===== config.mk =====
export PLATFORM = sky130hd
export DESIGN_NAME = bitonic_sort_loader_4
export DESIGN_NICKNAME = d
export VERILOG_FILES = /design/src/rtl/sort_pkg.sv /design/src/rtl/sort_frame_reg.sv /design/src/rtl/bitonic_sort_loader_4.sv
export SDC_FILE = /design/constraint.sdc
export NUM_CORES = 1
export LEC_CHECK = 0
export BUFFER_PORTS_ARGS = -buffer_cell sky130_fd_sc_hd__buf_2
export CAP_MARGIN = 20
export CORE_UTILIZATION = 40
export CTS_BUF_LIST = sky130_fd_sc_hd__clkbuf_4
export DETAILED_ROUTE_END_ITERATION = 10
export PLACE_DENSITY_LB_ADDON = 0.05
export SYNTH_ARGS = -nofsm -noshare
export SYNTH_HDL_FRONTEND = slang
export SYNTH_SLANG_ARGS = --single-unit

===== constraint.sdc =====
create_clock -name clk -period 2.5 [get_ports clk]
set_input_delay 0.125 -clock clk [delete_from_list [all_inputs] [get_ports clk]]
set_output_delay 0.125 -clock clk [all_outputs]
set_load 0.005 [all_outputs]

===== src/rtl/sort_pkg.sv =====
// Shared definitions for the 4-lane bitonic sort path (loader and network).
package sort_pkg;

    // Lane count of the sort network this loader feeds.
    localparam int LANES = 4;

    // Widest key that pad_word can build; callers keep the low W bits.
    localparam int PAD_W_MAX = 64;

    // Lane count value: 0..LANES real lanes in a frame.
    typedef logic [$clog2(LANES+1)-1:0] lane_cnt_t;

    // Fill FSM states: FILL accepts keys, HELD parks a finished frame
    // while the output register is still occupied.
    typedef enum logic {
        FILL = 1'b0,
        HELD = 1'b1
    } fill_state_t;

    // Pad key for unused lanes: all-ones sorts to the top of an ascending
    // sort, all-zeros to the bottom. Only the low w bits are set.
    function automatic logic [PAD_W_MAX-1:0] pad_word(input int w, input bit pad_max);
        logic [PAD_W_MAX-1:0] p;
        p = '0;
        for (int i = 0; i < PAD_W_MAX; i++) begin
            if (i < w) p[i] = pad_max;
        end
        return p;
    endfunction

endpackage


===== src/rtl/sort_frame_reg.sv =====
// Output holding register for one frame, valid/ready on both sides.
module sort_frame_reg #(
    parameter int W  = 8,
    parameter int N  = 4,
    parameter int CW = 3
) (
    input  logic                clk,
    input  logic                rst_n,
    input  logic                load_valid,
    output logic                load_ready,
    input  logic [N-1:0][W-1:0] load_data,
    input  logic [CW-1:0]       load_count,
    output logic                out_valid,
    input  logic                out_ready,
    output logic [N*W-1:0]      out_data,
    output logic [CW-1:0]       out_count
);

    // A load is possible when empty or when the current frame drains on
    // this same edge, which gives full throughput with out_ready held high.
    assign load_ready = !out_valid || out_ready;

    // Load a new frame, otherwise clear valid on drain; hold while stalled.
    always_ff @(posedge clk) begin
        if (!rst_n) begin
            out_valid <= 1'b0;
            out_data  <= '0;
            out_count <= '0;
        end else if (load_valid && load_ready) begin
            out_valid <= 1'b1;
            out_data  <= load_data;
            out_count <= load_count;
        end else if (out_ready) begin
            out_valid <= 1'b0;
        end
    end

endmodule


===== src/rtl/bitonic_sort_loader_4.sv =====
// Serial-to-frame loader: packs keys into N-lane frames, pads short frames
// closed by in_last, and hands them to the sort network via sort_frame_reg.
module bitonic_sort_loader_4
    import sort_pkg::*;
#(
    parameter int W       = 8,
    parameter int N       = LANES,
    parameter int PAD_MAX = 1
) (
    input  logic                     clk,
    input  logic                     rst_n,
    input  logic                     in_valid,
    output logic                     in_ready,
    input  logic [W-1:0]             in_data,
    input  logic                     in_last,
    output logic                     out_valid,
    input  logic                     out_ready,
    output logic [N*W-1:0]           out_data,
    output logic [$clog2(N+1)-1:0]   out_count
);

    localparam int IW = $clog2(N);
    localparam int CW = $clog2(N+1);
    localparam logic [PAD_W_MAX-1:0] PAD_FULL = pad_word(W, PAD_MAX != 0);
    localparam logic [W-1:0]         PAD      = PAD_FULL[W-1:0];

    fill_state_t          state, state_nxt;
    logic [IW-1:0]        idx;
    logic [N-1:0][W-1:0]  fill_buf;
    logic [N-1:0][W-1:0]  frame;
    logic [CW-1:0]        frame_cnt;
    logic [CW-1:0]        held_cnt;
    logic                 in_xfer;
    logic                 close;
    logic                 load_valid;
    logic                 load_ready;
    logic [N-1:0][W-1:0]  load_data;
    logic [CW-1:0]        load_cnt;

    // Ready depends on state only; forced low during the reset cycle.
    assign in_ready  = (state == FILL) && rst_n;
    assign in_xfer   = in_valid && in_ready;
    assign close     = in_xfer && (in_last || (idx == IW'(N-1)));
    assign frame_cnt = CW'(idx) + CW'(1);

    // Closing frame: stored lanes below idx, the incoming key at idx, pad above.
    always_comb begin
        frame = '0;
        for (int i = 0; i < N; i++) begin
            if (i < int'(idx))       frame[i] = fill_buf[i];
            else if (i == int'(idx)) frame[i] = in_data;
            else                     frame[i] = PAD;
        end
    end

    // In HELD the parked frame lives in fill_buf; otherwise load straight
    // from the closing key so the output sees it one cycle later.
    assign load_valid = close || (state == HELD);
    assign load_data  = (state == HELD) ? fill_buf : frame;
    assign load_cnt   = (state == HELD) ? held_cnt : frame_cnt;

    // Fill state register.
    always_ff @(posedge clk) begin
        if (!rst_n) state <= FILL;
        else        state <= state_nxt;
    end

    // Park a frame that cannot load; release it when the output drains.
    always_comb begin
        state_nxt = state;
        case (state)
            FILL:    if (close && !load_ready) state_nxt = HELD;
            HELD:    if (load_ready)           state_nxt = FILL;
            default: state_nxt = FILL;
        endcase
    end

    // Lane writes and index; a closing key stores the whole padded frame
    // so it can be parked if the output is busy.
    always_ff @(posedge clk) begin
        if (!rst_n) begin
            idx      <= '0;
            fill_buf <= '0;
            held_cnt <= '0;
        end else if (close) begin
            idx      <= '0;
            fill_buf <= frame;
            held_cnt <= frame_cnt;
        end else if (in_xfer) begin
            idx           <= idx + IW'(1);
            fill_buf[idx] <= in_data;
        end
    end

    sort_frame_reg #(
        .W  (W),
        .N  (N),
        .CW (CW)
    ) u_frame_reg (
        .clk        (clk),
        .rst_n      (rst_n),
        .load_valid (load_valid),
        .load_ready (load_ready),
        .load_data  (load_data),
        .load_count (load_cnt),
        .out_valid  (out_valid),
        .out_ready  (out_ready),
        .out_data   (out_data),
        .out_count  (out_count)
    );

endmodule

## Word-level counts from Yosys, hierarchy flattened

Index checks and enable logic that the tools add are counted.

| word-level totals | value |
|---|---|
| word-level logic and storage cells | 57 |
| output and inout bits | 37 |
| flip-flop bits (word level) | 74 |

| operators by class | value |
|---|---|
| add/subtract/negate cells | 2 |
| bitwise logic cells | 2 |
| multiplexer cells | 19 |
| magnitude comparators | 5 |
| reductions and logical operators | 15 |
| equal/unequal tests | 4 |

Operator list:

| cell | count |
|---|---|
| 32-bit 2-to-1 mux | 3 |
| 8-bit 2-to-1 mux | 8 |
| 32-bit bitwise mux | 1 |
| 8-bit demux with 2-bit select | 1 |
| 1-bit logical AND | 6 |
| 2-bit == test, first input constant | 2 |
| 1-bit by 2-bit less-than comparator with 1-bit output, first input constant | 2 |
| 1-bit 2-to-1 mux | 4 |
| 2-bit nonzero test | 2 |
| 2-bit by 1-bit adder with 3-bit output, second input constant | 1 |
| 1-bit logical OR | 3 |
| 2-bit by 3-bit less-than comparator with 1-bit output, second input constant | 1 |
| 3-bit 2-to-1 mux | 1 |
| 2-bit by 1-bit adder with 2-bit output, second input constant | 1 |
| 1-bit by 2-bit == test with 1-bit output, first input constant | 1 |
| 2-bit == test, second input constant | 1 |
| 2-bit by 1-bit greater-or-equal comparator with 1-bit output, second input constant | 1 |
| 1-bit zero test | 2 |
| 2-bit zero test | 1 |
| 2-bit less-than comparator, first input constant | 1 |
| 1-bit NOT | 2 |
| 1-bit case mux with 2 select lines | 1 |
| 2-bit OR reduction | 1 |

## Logic depth before layout (Yosys ltp)

| logic depth | value |
|---|---|
| depth after elaboration | 7 |
| mapped depth | 10 |
| gate-level depth less buffers | 6 |

## Cells and area by module

Synthesis repeated with hierarchy kept, for this count alone.

| second synthesis, totals | value |
|---|---|
| cell total of the unflattened synthesis | 388 |
| area total of the unflattened synthesis | 3,498.4 sq um |

By module, submodules not included:

| module | area each (sq um) | times used | cells an instance |
|---|---|---|---|
| bitonic_sort_loader_4 | 2,018.2 | 1 | 231 |
| sort_frame_reg | 1,480.2 | 1 | 157 |

## Worst setup path before layout

Ideal clock, no wire load.

| timing | value |
|---|---|
| path type | reg2reg |
| start | reg idx[1] |
| end | reg fill_buf[0] (netlist bit) |
| data arrival time | 1,707 ps |
| data required time | 2,378 ps |
| setup time | 122 ps |
| setup slack | 671 ps |
| stages on the path, launching flop included | 11 |
| clock period less this slack | 1,829 ps |
| buffers on the path | 4 |
| path through | dfxtp_1 buf_2 buf_2 inv_1 ha_1 nor2b_1 buf_4 and3_1 buf_2 nand2_1 a21boi_0 |

| between the ends | value |
|---|---|
| longest elaborated chain between the ends | 7 |
| elaborated cells on any way between the ends | 16 |
| classes of those cells | 3 x order compare; 1 x eq/ne; 7 x mux; 5 x reduce/logical |

RTL lines:

| item | RTL line | RTL |
|---|---|---|
| start: declaration | bitonic_sort_loader_4.sv:28 | `logic [IW-1:0] idx;` |
| start signal: assignment | bitonic_sort_loader_4.sv:90 | `idx <= idx + IW'(1);` |
| 2-bit by 3-bit less-than comparator with 1-bit output (not written as such) / 2-bit by 1-bit greater-or-equal comparator with 1-bit output (equally long branches) | bitonic_sort_loader_4.sv:91 | `fill_buf[idx] <= in_data;` |
| 1-bit logical AND (not written as such) | bitonic_sort_loader_4.sv:91 |  |
| 8-bit 2-to-1 mux (not written as such) | bitonic_sort_loader_4.sv:91 |  |
| 8-bit demux with 2-bit select | bitonic_sort_loader_4.sv:91 |  |
| 32-bit bitwise mux | bitonic_sort_loader_4.sv:91 |  |
| 32-bit 2-to-1 mux | bitonic_sort_loader_4.sv:89 | `end else if (in_xfer) begin` |
| 32-bit 2-to-1 mux | bitonic_sort_loader_4.sv:85 | `end else if (close) begin` |
| end signal: assignment | bitonic_sort_loader_4.sv:87 | `fill_buf <= frame;` |
| end signal: indexed assignment | bitonic_sort_loader_4.sv:91 |  |
| end: declaration | bitonic_sort_loader_4.sv:29 | `logic [N-1:0][W-1:0] fill_buf;` |

Several ways; a longest one is shown, not always the timed one. The select of a mux whose other input is x is not followed.
A chain may end at the register's enable or synchronous reset.

## Worst setup path in the final report

| timing | value |
|---|---|
| start | reg idx[1] |
| end | reg fill_buf[6] (netlist bit) |

The elaborated chain is that of the path after synthesis.

==> flow_summary.json <==
{
  "worst_slew_margin_rel": 0.349,
  "critPathArrivalTime_ns": 2.49,
  "initial_standard_cell_utilization_of_the_core": 0.411,
  "place_congestion": 0.750,
  "hp-start": "rst_n",
  "worst_path_fanout_max": 10,
  "dpl.hpwl_um": 5420,
  "routedLengthMet1_um": 4380,
  "cp_data_required_time_ns": 2.82,
  "fraction_of_layout_instances_using_a_drive_strength_above_1": 0.204,
  "grt_antenna_before_repair": 0,
  "slowest_stage_cell_cp": "sky130_fd_sc_hd__nor2b_1",
  "critical_path.endpoint_type": "register",
  "reg2reg_from": "idx[1]",
  "drt_pre_antenna_iters": 5,
  "rows": 34,
  "fill_cells": 881,
  "postSynthNetCount": 427,
  "pin_count": 50,
  "powerDensity_mw_per_mm2": 599,
  "netlist-cell-type-count": 45,
  "drt-wirelength-per-cell_um": 15.6,
  "io_buffers": 49,
  "timing.critical_path.cells": "inv_1 -> ha_1 -> nor2b_1 -> nand3_1 -> nand2_1 -> a21boi_0",
  "postSynthRegisterBits": 74,
  "postPlaceCellArea_mm2": 0.00382,
  "vias": 2978,
  "rsz0062_at_grt": "false",
  "drc": 0,
  "cts_buffers": 9,
  "cts_htree_levels": 3,
  "fp.coreArea_mm2": 0.00868,
  "drt_iter0_drc": 111,
  "setup.worst_path.start_class": "register",
  "min_period_ns": 2.17,
  "max_slew.worst_pin.slew_ns": 0.974,
  "run_status": "finished clean",
  "largest_net_degree_at_the_start_of_global_routing": 72,
  "dieArea_mm2": 0.00930,
  "routed_wire_length_on_met3_um": 392,
  "whs_path_depth": 2,
  "ant_nets": 0,
  "path_buf_inv": 1,
  "dieHeight_um": 96.4,
  "reg2regPathDepth": 6,
  "global_route_wire_length_before_repair_um": 14100,
  "globalRoute.totalOverflow": 0,
  "synthFlopType": "sky130_fd_sc_hd__dfxtp_1",
  "critical_path.reg2reg.endpoint": "fill_buf[6]",
  "ys.warnings.count": 0,
  "synthesis.instances": 409,
  "synth-async-reset-ratio": 0,
  "worst_hold_slack_ns": 0.0226,
  "route.top_layer_used": "met4",
  "cts_tree": "done",
  "clock_latency_ns": 0.43,
  "syn_area_mm2": 0.00357,
  "die_width_um": 96.4,
  "timing.critical_path.max_delay_family": "simple AND/OR/NAND/NOR gates",
  "final-setup-viol-count": 0,
  "globalRouteTotalUtil": 0.203,
  "synth.yosys.seq_area_share": 0.415,
  "vias_per_cell": 5.39,
  "n_antenna_cell": 0,
  "flow.area_growth_from_synthesis_pct": 11.8,
  "finalInstanceArea_mm2": 0.00399,
  "report.final.slew_viol_count": 0,
  "maximum_resistive_drop_on_vdd_uv": 269,
  "hold_path_end": "idx[0]",
  "slowest_delay_ns": 0.77,
  "cts.reportedPaths.clkPinSlew_ns": 0.12,
  "clock_tree_root_driver_cell": "sky130_fd_sc_hd__clkbuf_4",
  "leakage_nw": 1.69,
  "hold_path_class": "input port to register",
  "synth_area_per_cell_um2": 8.72,
  "total_power_of_the_final_layout_w": 0.00239,
  "worst-r2r-setup-slack_ns": 0.33,
  "cts_buffer_depth": 2,
  "totalWireLength_um": 8650,
  "min_period_over_period": 0.868,
  "cap_viol_max_count": 0,
  "first_global_vias": 2717,
  "final.setup_skew_ns": 0.0167,
  "critical_path_class": "register to register",
  "clkSinkCount": 74,
  "report.final.hold_viol_count": 0,
  "post_synth_edffs": 0,
  "met2RoutedLength_um": 3770,
  "finalSetupTns_ns": 0,
  "nets": 459,
  "fmax_ghz": 0.461
}
[cells in the mapped netlist, types with 9 or more instances]
master	number	area share
sky130_fd_sc_hd__buf_2	14	0.020
sky130_fd_sc_hd__dfxtp_1	74	0.42
sky130_fd_sc_hd__nor2b_1	14	0.025
sky130_fd_sc_hd__o21ai_0	53	0.074
sky130_fd_sc_hd__nand2_1	65	0.068
sky130_fd_sc_hd__mux2i_1	25	0.070
sky130_fd_sc_hd__clkbuf_1	11	0.012
sky130_fd_sc_hd__a21oi_1	24	0.034
sky130_fd_sc_hd__o211a_1	11	0.031
sky130_fd_sc_hd__nand3_1	16	0.022
sky130_fd_sc_hd__nand2b_1	9	0.016
[kinds of logic (layout without fill, tap and decap cells)]
family	Yosys count	count (layout)	synth area share
AND/OR/NAND/NOR	130	130	0.186
buffers and inverters	45	81	0.0652
flip-flops	74	74	0.415
adder cells (fa/ha/maj)	5	5	0.0175
AO/OA/AOI/OAI	130	130	0.246
multiplexers	25	25	0.0702
[stage by stage]
| stage | cells | utilization | setup slack (ns) |
|---|---|---|---|
| after floorplan | 409 | - | 0.671 |
| after global placement | 537 | 0.440 | 0.355 |
| after detailed placement | 537 | 0.440 | 0.326 |
| after CTS | 553 | 0.459 | 0.298 |
| after global routing | 553 | 0.459 | 0.0799 |
| final | 553 | 0.459 | 0.329 |
[repair_timing]
action                                 in CTS  in global routing
gates resized for setup                     0                  0
setup buffers                               0                  0
hold buffers                                1                  0
endpoints found under the hold margin       1                  0
[worst max-delay path by stage]
stage	start	endpoint	slack [ns]	cells after the start
after floorplan	idx[1]	fill_buf[0]	0.67	10
after global placement	idx[1]	fill_buf[14]	0.36	6
after detailed placement	idx[1]	fill_buf[6]	0.33	6
after CTS	idx[1]	fill_buf[6]	0.30	6
after global routing	idx[1]	fill_buf[6]	0.08	6
final	idx[1]	fill_buf[6]	0.33	6
[report_power, final]
group          switching, W  total [W]  internal (W)
clock network      0.000425   0.000834      0.000410
registers         0.0000292    0.00127       0.00124
logic              0.000164   0.000282      0.000118
[state kept, by name (all words and copies together), names as in the netlist]
name	count
u_frame_reg.out_valid	1
state	1
fill_buf	32
idx	2
held_cnt	3
u_frame_reg.out_data	32
u_frame_reg.out_count	3
[placed cells by master (no fill, tap or decap), types with 9 or more instances in the layout]
master | synthesis | layout
sky130_fd_sc_hd__nand2b_1 | 9 | 9
sky130_fd_sc_hd__mux2i_1 | 25 | 25
sky130_fd_sc_hd__dfxtp_1 | 74 | 74
sky130_fd_sc_hd__nand2_1 | 65 | 65
sky130_fd_sc_hd__buf_2 | 14 | 49
sky130_fd_sc_hd__clkbuf_4 | 0 | 10
sky130_fd_sc_hd__nand3_1 | 16 | 16
sky130_fd_sc_hd__nor2b_1 | 14 | 14
sky130_fd_sc_hd__o21ai_0 | 53 | 53
sky130_fd_sc_hd__o211a_1 | 11 | 11
sky130_fd_sc_hd__a21oi_1 | 24 | 24
[cell type report]
cell class,count,area [um2],share of cell area
Clock buffer,10,75.1,0.0188
Timing Repair Buffer,59,335,0.0841
Inverter,7,26.3,0.00659
Sequential cell,74,1480,0.372
Clock inverter,5,80.1,0.0201
Tap cell,108,135,0.0339
Multi-Input combinational cell,290,1850,0.465
[metal layers]
layer | GRT usage | vias to the layer above
met5 | 0 | -
met4 | 0.0723 | 0
met3 | 0.0407 | 11
met2 | 0.309 | 67
met1 | 0.283 | 1387
li1 | - | 1513
Note: power is estimated with default switching activity, not from simulation.
